==> config.mk <==
export PLATFORM = sky130hd
export DESIGN_NAME = clint_axil_responder
export DESIGN_NICKNAME = d
export VERILOG_FILES = /design/src/rtl/clint_axil_responder.sv
export SDC_FILE = /design/constraint.sdc
export NUM_CORES = 1
export LEC_CHECK = 0
export BUFFER_PORTS_ARGS = -buffer_cell sky130_fd_sc_hd__buf_2
export CORE_ASPECT_RATIO = 1.75
export CORE_UTILIZATION = 47
export CTS_CLUSTER_DIAMETER = 50
export DETAILED_ROUTE_END_ITERATION = 8
export PLACE_DENSITY = 0.77
export REMOVE_ABC_BUFFERS = 1
export SETUP_SLACK_MARGIN = 0.2
export SKIP_LAST_GASP = 1
export SLEW_MARGIN = 25
export SYNTH_ARGS = -nofsm -noshare
export SYNTH_HDL_FRONTEND = slang
export SYNTH_SLANG_ARGS = --single-unit
==> constraint.sdc <==
create_clock -name clk_i -period 8 [get_ports clk_i]
set_clock_uncertainty 0.2 [all_clocks]
set_input_delay 0.4 -clock clk_i [delete_from_list [all_inputs] [get_ports clk_i]]
set_output_delay 0.4 -clock clk_i [all_outputs]
set_load 0.01 [all_outputs]
==> src/rtl/clint_axil_responder.sv <==
// AXI4-Lite responder for the CLINT window: per-hart msip/mtimecmp, shared mtime
// advanced by a synchronised RTC tick, and registered timer/software interrupts.
module clint_axil_responder #(
    parameter int unsigned NrHarts   = 1,
    parameter int unsigned AddrWidth = 64,
    parameter logic [63:0] BaseAddr  = 64'h0200_0000
) (
    input  logic                 clk_i,
    input  logic                 rst_i,
    input  logic [AddrWidth-1:0] aw_addr_i,
    input  logic                 aw_valid_i,
    output logic                 aw_ready_o,
    input  logic [63:0]          w_data_i,
    input  logic [7:0]           w_strb_i,
    input  logic                 w_valid_i,
    output logic                 w_ready_o,
    output logic [1:0]           b_resp_o,
    output logic                 b_valid_o,
    input  logic                 b_ready_i,
    input  logic [AddrWidth-1:0] ar_addr_i,
    input  logic                 ar_valid_i,
    output logic                 ar_ready_o,
    output logic [63:0]          r_data_o,
    output logic [1:0]           r_resp_o,
    output logic                 r_valid_o,
    input  logic                 r_ready_i,
    input  logic                 rtc_i,
    output logic [NrHarts-1:0]   timer_irq_o,
    output logic [NrHarts-1:0]   ipi_o
);

    typedef enum logic [1:0] {DEC_MSIP, DEC_CMP, DEC_MTIME, DEC_ERR} dec_kind_e;
    typedef struct packed {
        dec_kind_e   kind;
        logic [16:0] idx;
    } dec_t;

    typedef enum logic {W_IDLE, W_RESP} wstate_e;
    typedef enum logic {R_IDLE, R_DATA} rstate_e;

    localparam logic [16:0] CmpLane   = 17'h00800;
    localparam logic [16:0] MtimeLane = 17'h017FF;
    localparam logic [16:0] MsipLanes = 17'((NrHarts + 1) / 2);
    localparam logic [16:0] NumHarts  = 17'(NrHarts);
    localparam logic [1:0]  RespOkay  = 2'b00;
    localparam logic [1:0]  RespSlvErr = 2'b10;

    // Lane index is the 8-byte word number within the window.
    function automatic dec_t decode(input logic [16:0] lane);
        dec_t d;
        d.kind = DEC_ERR;
        d.idx  = lane;
        if (lane < MsipLanes) begin
            d.kind = DEC_MSIP;
        end else if (lane >= CmpLane && (lane - CmpLane) < NumHarts) begin
            d.kind = DEC_CMP;
            d.idx  = lane - CmpLane;
        end else if (lane == MtimeLane) begin
            d.kind = DEC_MTIME;
        end
        return d;
    endfunction

    function automatic logic [63:0] merge(input logic [63:0] old, input logic [63:0] data,
                                          input logic [7:0] strb);
        logic [63:0] m;
        m = old;
        for (int unsigned b = 0; b < 8; b++) begin
            if (strb[b]) m[8*b +: 8] = data[8*b +: 8];
        end
        return m;
    endfunction

    logic [63:0]              mtime;
    logic [NrHarts-1:0][63:0] mtimecmp;
    logic [NrHarts-1:0]       msip;
    logic                     rtc_q1, rtc_q2, rtc_q3;
    logic                     tick;

    wstate_e wstate_q, wstate_d;
    rstate_e rstate_q, rstate_d;
    logic    aw_fire, ar_fire;

    logic [AddrWidth-1:0] waddr_off, raddr_off;
    dec_t                 wdec, rdec;
    logic [63:0]          rdata;
    logic [1:0]           rresp;
    logic [NrHarts-1:0]   irq_d;
    logic                 unused_addr_bits;

    assign waddr_off = aw_addr_i - AddrWidth'(BaseAddr);
    assign raddr_off = ar_addr_i - AddrWidth'(BaseAddr);
    assign wdec      = decode(waddr_off[19:3]);
    assign rdec      = decode(raddr_off[19:3]);
    assign unused_addr_bits = ^{waddr_off[AddrWidth-1:20], waddr_off[2:0],
                                raddr_off[AddrWidth-1:20], raddr_off[2:0]};

    assign tick = rtc_q2 & ~rtc_q3;

    // Write FSM
    always_comb begin
        wstate_d = wstate_q;
        aw_fire  = 1'b0;
        unique case (wstate_q)
            W_IDLE: begin
                aw_fire = aw_valid_i & w_valid_i;
                if (aw_fire) wstate_d = W_RESP;
            end
            W_RESP: if (b_ready_i) wstate_d = W_IDLE;
            default: wstate_d = W_IDLE;
        endcase
    end

    // Read FSM
    always_comb begin
        rstate_d = rstate_q;
        ar_fire  = 1'b0;
        unique case (rstate_q)
            R_IDLE: begin
                ar_fire = ar_valid_i;
                if (ar_fire) rstate_d = R_DATA;
            end
            R_DATA: if (r_ready_i) rstate_d = R_IDLE;
            default: rstate_d = R_IDLE;
        endcase
    end

    assign aw_ready_o = aw_fire & ~rst_i;
    assign w_ready_o  = aw_fire & ~rst_i;
    assign ar_ready_o = (rstate_q == R_IDLE) & ~rst_i;
    assign b_valid_o  = (wstate_q == W_RESP);
    assign r_valid_o  = (rstate_q == R_DATA);

    always_comb begin
        rdata = '0;
        rresp = RespOkay;
        unique case (rdec.kind)
            DEC_MSIP: begin
                for (int unsigned h = 0; h < NrHarts; h++) begin
                    if (17'(h / 2) == rdec.idx) begin
                        if (h % 2 == 0) rdata[0]  = msip[h];
                        else            rdata[32] = msip[h];
                    end
                end
            end
            DEC_CMP: begin
                for (int unsigned h = 0; h < NrHarts; h++) begin
                    if (17'(h) == rdec.idx) rdata = mtimecmp[h];
                end
            end
            DEC_MTIME: rdata = mtime;
            default:   rresp = RespSlvErr;
        endcase
    end

    always_comb begin
        irq_d = '0;
        for (int unsigned h = 0; h < NrHarts; h++) begin
            irq_d[h] = (mtime >= mtimecmp[h]);
        end
    end

    always_ff @(posedge clk_i or posedge rst_i) begin
        if (rst_i) begin
            wstate_q <= W_IDLE;
            rstate_q <= R_IDLE;
        end else begin
            wstate_q <= wstate_d;
            rstate_q <= rstate_d;
        end
    end

    // A software write to mtime is assigned after the tick increment, so it wins.
    always_ff @(posedge clk_i or posedge rst_i) begin
        if (rst_i) begin
            mtime    <= '0;
            mtimecmp <= '1;
            msip     <= '0;
            rtc_q1   <= 1'b0;
            rtc_q2   <= 1'b0;
            rtc_q3   <= 1'b0;
            b_resp_o <= '0;
        end else begin
            rtc_q1 <= rtc_i;
            rtc_q2 <= rtc_q1;
            rtc_q3 <= rtc_q2;
            if (tick) mtime <= mtime + 64'd1;
            if (aw_fire) begin
                b_resp_o <= (wdec.kind == DEC_ERR) ? RespSlvErr : RespOkay;
                unique case (wdec.kind)
                    DEC_MSIP: begin
                        for (int unsigned h = 0; h < NrHarts; h++) begin
                            if (17'(h / 2) == wdec.idx) begin
                                if (h % 2 == 0) begin
                                    if (w_strb_i[0]) msip[h] <= w_data_i[0];
                                end else if (w_strb_i[4]) begin
                                    msip[h] <= w_data_i[32];
                                end
                            end
                        end
                    end
                    DEC_CMP: begin
                        for (int unsigned h = 0; h < NrHarts; h++) begin
                            if (17'(h) == wdec.idx)
                                mtimecmp[h] <= merge(mtimecmp[h], w_data_i, w_strb_i);
                        end
                    end
                    DEC_MTIME: mtime <= merge(mtime, w_data_i, w_strb_i);
                    default: ;
                endcase
            end
        end
    end

    always_ff @(posedge clk_i or posedge rst_i) begin
        if (rst_i) begin
            r_data_o <= '0;
            r_resp_o <= '0;
        end else if (ar_fire) begin
            r_data_o <= rdata;
            r_resp_o <= rresp;
        end
    end

    always_ff @(posedge clk_i or posedge rst_i) begin
        if (rst_i) begin
            timer_irq_o <= '0;
            ipi_o       <= '0;
        end else begin
            timer_irq_o <= irq_d;
            ipi_o       <= msip;
        end
    end

endmodule

==> run_results.csv <==
group,metric,value,unit
synthesis,syn_avg_cell_area,9.96,um^2
worst_setup_path,crit_path_start,"mtime[0]$_DFFE_PP0P_",
job,drv_cap,0,
pwr,vdd_drop_max,0.126,mV
worst_setup_path,cp_common_cell,"nor3_1",
global_route,use_met1,30.1,%
sta,setup_tns,0,ns
hold_path,hp-start,"ar_valid_i",
worst_setup_path,rrSetupSlack,4.78,ns
drt,ant_nets,0,
worst_setup_path,path_delay_family,"simple AND/OR/NAND/NOR gates",
placed_design,io_buffers,186,
sta,worst_pin_slew,0.874,ns
global_route,grt_max_degree,128,
layout,fin_cells,1733,
pwr,powerDensity,168,nW/um^2
sta,hold_violations,0,
outcome,status,"finished clean",
floorplanning,die_area,25300,um^2
sta,max_slew_margin,41.7,%
pwr,p_leak,6.77,nW
global_route,grtUsageMet3,3.34,%
worst_setup_path,arrival,3.40,ns
cts,clock_path_buffers,3,
global_route,gr-usage-met2,50.0,%
worst_setup_path,worstReg2RegStart,"mtime[0]$_DFFE_PP0P_",
worst_setup_path,crit_fanout,7,
synthesis,netlist_area,11600,um^2
synthesis,yosysUniqueCellTypes,84,
worst_setup_path,critPathMaxStageDelay,0.75,ns
floorplanning,fp.coreArea,24100,um^2
synthesis,synth-edff-count,0,
cts,clkTransAtPathRegs,0.06,ns
synthesis,syn_inst,1165,
worst_setup_path,required,8.18,ns
placed_design,dp_hpwl,24.5,mm
synthesis,ys_seq_area_share,44.3,%
global_route,antenna_found_initial,1,
synthesis,synth.largest_area_cell,"dfrtp_1",
global_route,grtUsageTotal,27.3,%
synthesis,synthFlopType,"dfrtp_1",
cts,ctsResizeCount,0,
sta,finalSetupViolCount,0,
sta,drv_slew,0,
cts,cts_root_buf,"clkbuf_16",
cts,cts_tree,"built",
floorplanning,fp.dieW,121,um
cts,htreeDepth,1,
worst_setup_path,end_kind,"register",
cts,cts.sink_count,202,
drt,detail_route.iter0.violations,956,
layout,nets,1691,
worst_setup_path,startpoint_type,"register",
layout,multi_input_area,5730,um^2
layout,final_common_cell,"buf_2",
layout,regArea,5130,um^2
layout,num-fill-cells,2063,
cts,postCtsSetupBuffers,0,
placed_design,gp_congestion,0.883,
floorplanning,ios,283,
global_route,top_usage_layer,"met2",
global_route,grt_pass1_vias,10725,
drt,vias,10721,
synthesis,synth-seq-cells,202,
worst_setup_path,worst-path-buf-inv,1,
worst_setup_path,critical_path_class,"reg2reg",
placed_design,placed_cells,1627,
drt,routed_via_density,6.19,
layout,areaGrowthSynthToFinish,22.5,%
floorplanning,die_h,210,um
layout,drive_gt1_share,28.9,%
floorplanning,rows,75,
layout,mostFrequentLayoutCells,"buf_2 (186), inv_1 (145), dfrtp_1 (138)",
cts,cts_made_buffers,21,
hold_path,min_path_type,"in2reg",
drt,dr.pass1.iters,9,
sta,fin_crit,3.22,ns
worst_setup_path,crit_chain,"ha_1, and4b_1, nand3_1, a211oi_2, buf_4, nand2_1, nor3_1, nor3_1",
worst_setup_path,cp_slowest_cell,"a211oi_2",
sta,max_freq,310,MHz
global_route,grt_first_pass_wirelength,54.4,mm
synthesis,ys_warn_count,0,
drt,drc,0,
sta,rsz0062_at_grt,"false",
sta,whs,0.0994,ns
drt,routed_wl,34.4,mm
global_route,grt_remaining_overflow,0,
cts,clk_latency,0.51,ns
drt,wl_per_cell,19.8,um
floorplanning,start_util,48.1,%
synthesis,synth_top_area_share,29.8,%
sta,period_share,40.3,%
synthesis,ys_top_cells_by_area,"dfrtp_1 (30%), dfstp_2 (14%), ha_1 (7.9%)",
synthesis,ys_async_sr_fraction,100,%
what timing repair did:
| action | CTS | global route |
|---|---|---|
| setup endpoints to repair | 0 | 0 |
| hold buffers | 68 | 0 |
| hold endpoints to repair | 197 | 0 |
final timing paths:
check / to / cells after the start
setup / recovery: mtime[54]$_DFFE_PP0P_ / 8
hold / removal: r_resp_o[1]$_DFFE_PP0P_ / 4
setup reg to reg: mtime[54]$_DFFE_PP0P_ / 8
hold reg to reg: rtc_q2$_DFF_PP0_ / 0
max in group asynchronous: r_data_o[61]$_DFFE_PP0P_ / 4
min in group asynchronous: b_valid_o$_DFF_PP0_ / 3
sequential cells by signal, indices dropped and copies added, names as in the netlist:
signal and count:
b_resp_o 1, b_valid_o 1, ipi_o 1, msip 1
mtime 64, mtimecmp 64, r_data_o 64, r_resp_o 1
r_valid_o 1, rtc_q1 1, rtc_q2 1, rtc_q3 1
timer_irq_o 1
worst register-to-register path, cell delays in order, from the launching register on:
cell	delay [ns]
dfrtp_1	0.43
ha_1	0.21
and4b_1	0.27
nand3_1	0.37
a211oi_2	0.75
buf_4	0.32
nand2_1	0.15
nor3_1	0.32
nor3_1	0.08
per-layer routing:
| metal | routed length, um | vias to the layer above |
|---|---|---|
| li1 | - | 4849 |
| met5 | 0 | - |
| met1 | 12300 | 5308 |
| met4 | 1690 | 0 |
| met2 | 18300 | 453 |
| met3 | 2040 | 111 |
synth_stat cells (all sizes together) (6+ instances only):
cell type and n:
o221a 12, o21ai 26, inv 146, o211ai 18, o32ai 6, clkbuf 26, a211oi 16, and4 9
or3 12, nand2 97, dfstp 64, o41ai 9, buf 16, a222oi 63, nand4 29, a311oi 10
and2 6, nor3 30, mux2 65, nor2 76, dfrtp 138, ha 73, nor4 11, nand3 44
and3 23, o311ai 7, a21oi 58
cell type report:
class                   instances  share of cell area (%)
well taps                     308                    2.71
clock inverters                 6                   0.652
diodes                          1                  0.0176
inverters                     146                    3.91
repair buffers                263                    11.8
flip-flops and latches        202                    36.1
multi-input cells             776                    40.4
clock buffers                  31                    4.38
through the flow:
step	cell area [um^2]	utilization, %	setup slack [ns]	total power, mW
floorplan	11400	-	2.00	1.23
finish	14200	58.9	4.78	2.38
global placement	12800	53.1	4.63	1.33
CTS	14200	58.9	4.92	2.40
detailed placement	12800	53.1	4.57	1.35
global route	14200	58.9	4.70	2.46
logic make-up after synthesis:
family | after synthesis | share of synthesized area, %
AND/OR/NAND/NOR | 361 | 16.5
XOR/XNOR | 2 | 0.151
other | 1 | 0.0323
flip-flops | 202 | 44.3
AO/OA/AOI/OAI | 270 | 18.2
buffers and inverters | 188 | 6.42
adder cells (fa/ha/maj) | 73 | 7.87
multiplexers | 68 | 6.57
power breakdown:
part           internal, mW  total (mW)  switching [mW]  leakage [nW]
Clock                 0.607        1.03           0.419         0.350
Combinational         0.109       0.248           0.139          3.94
Sequential             1.05        1.11          0.0568          2.48
Total                  1.77        2.38           0.615          6.77
(Power assumes the default switching activity.)
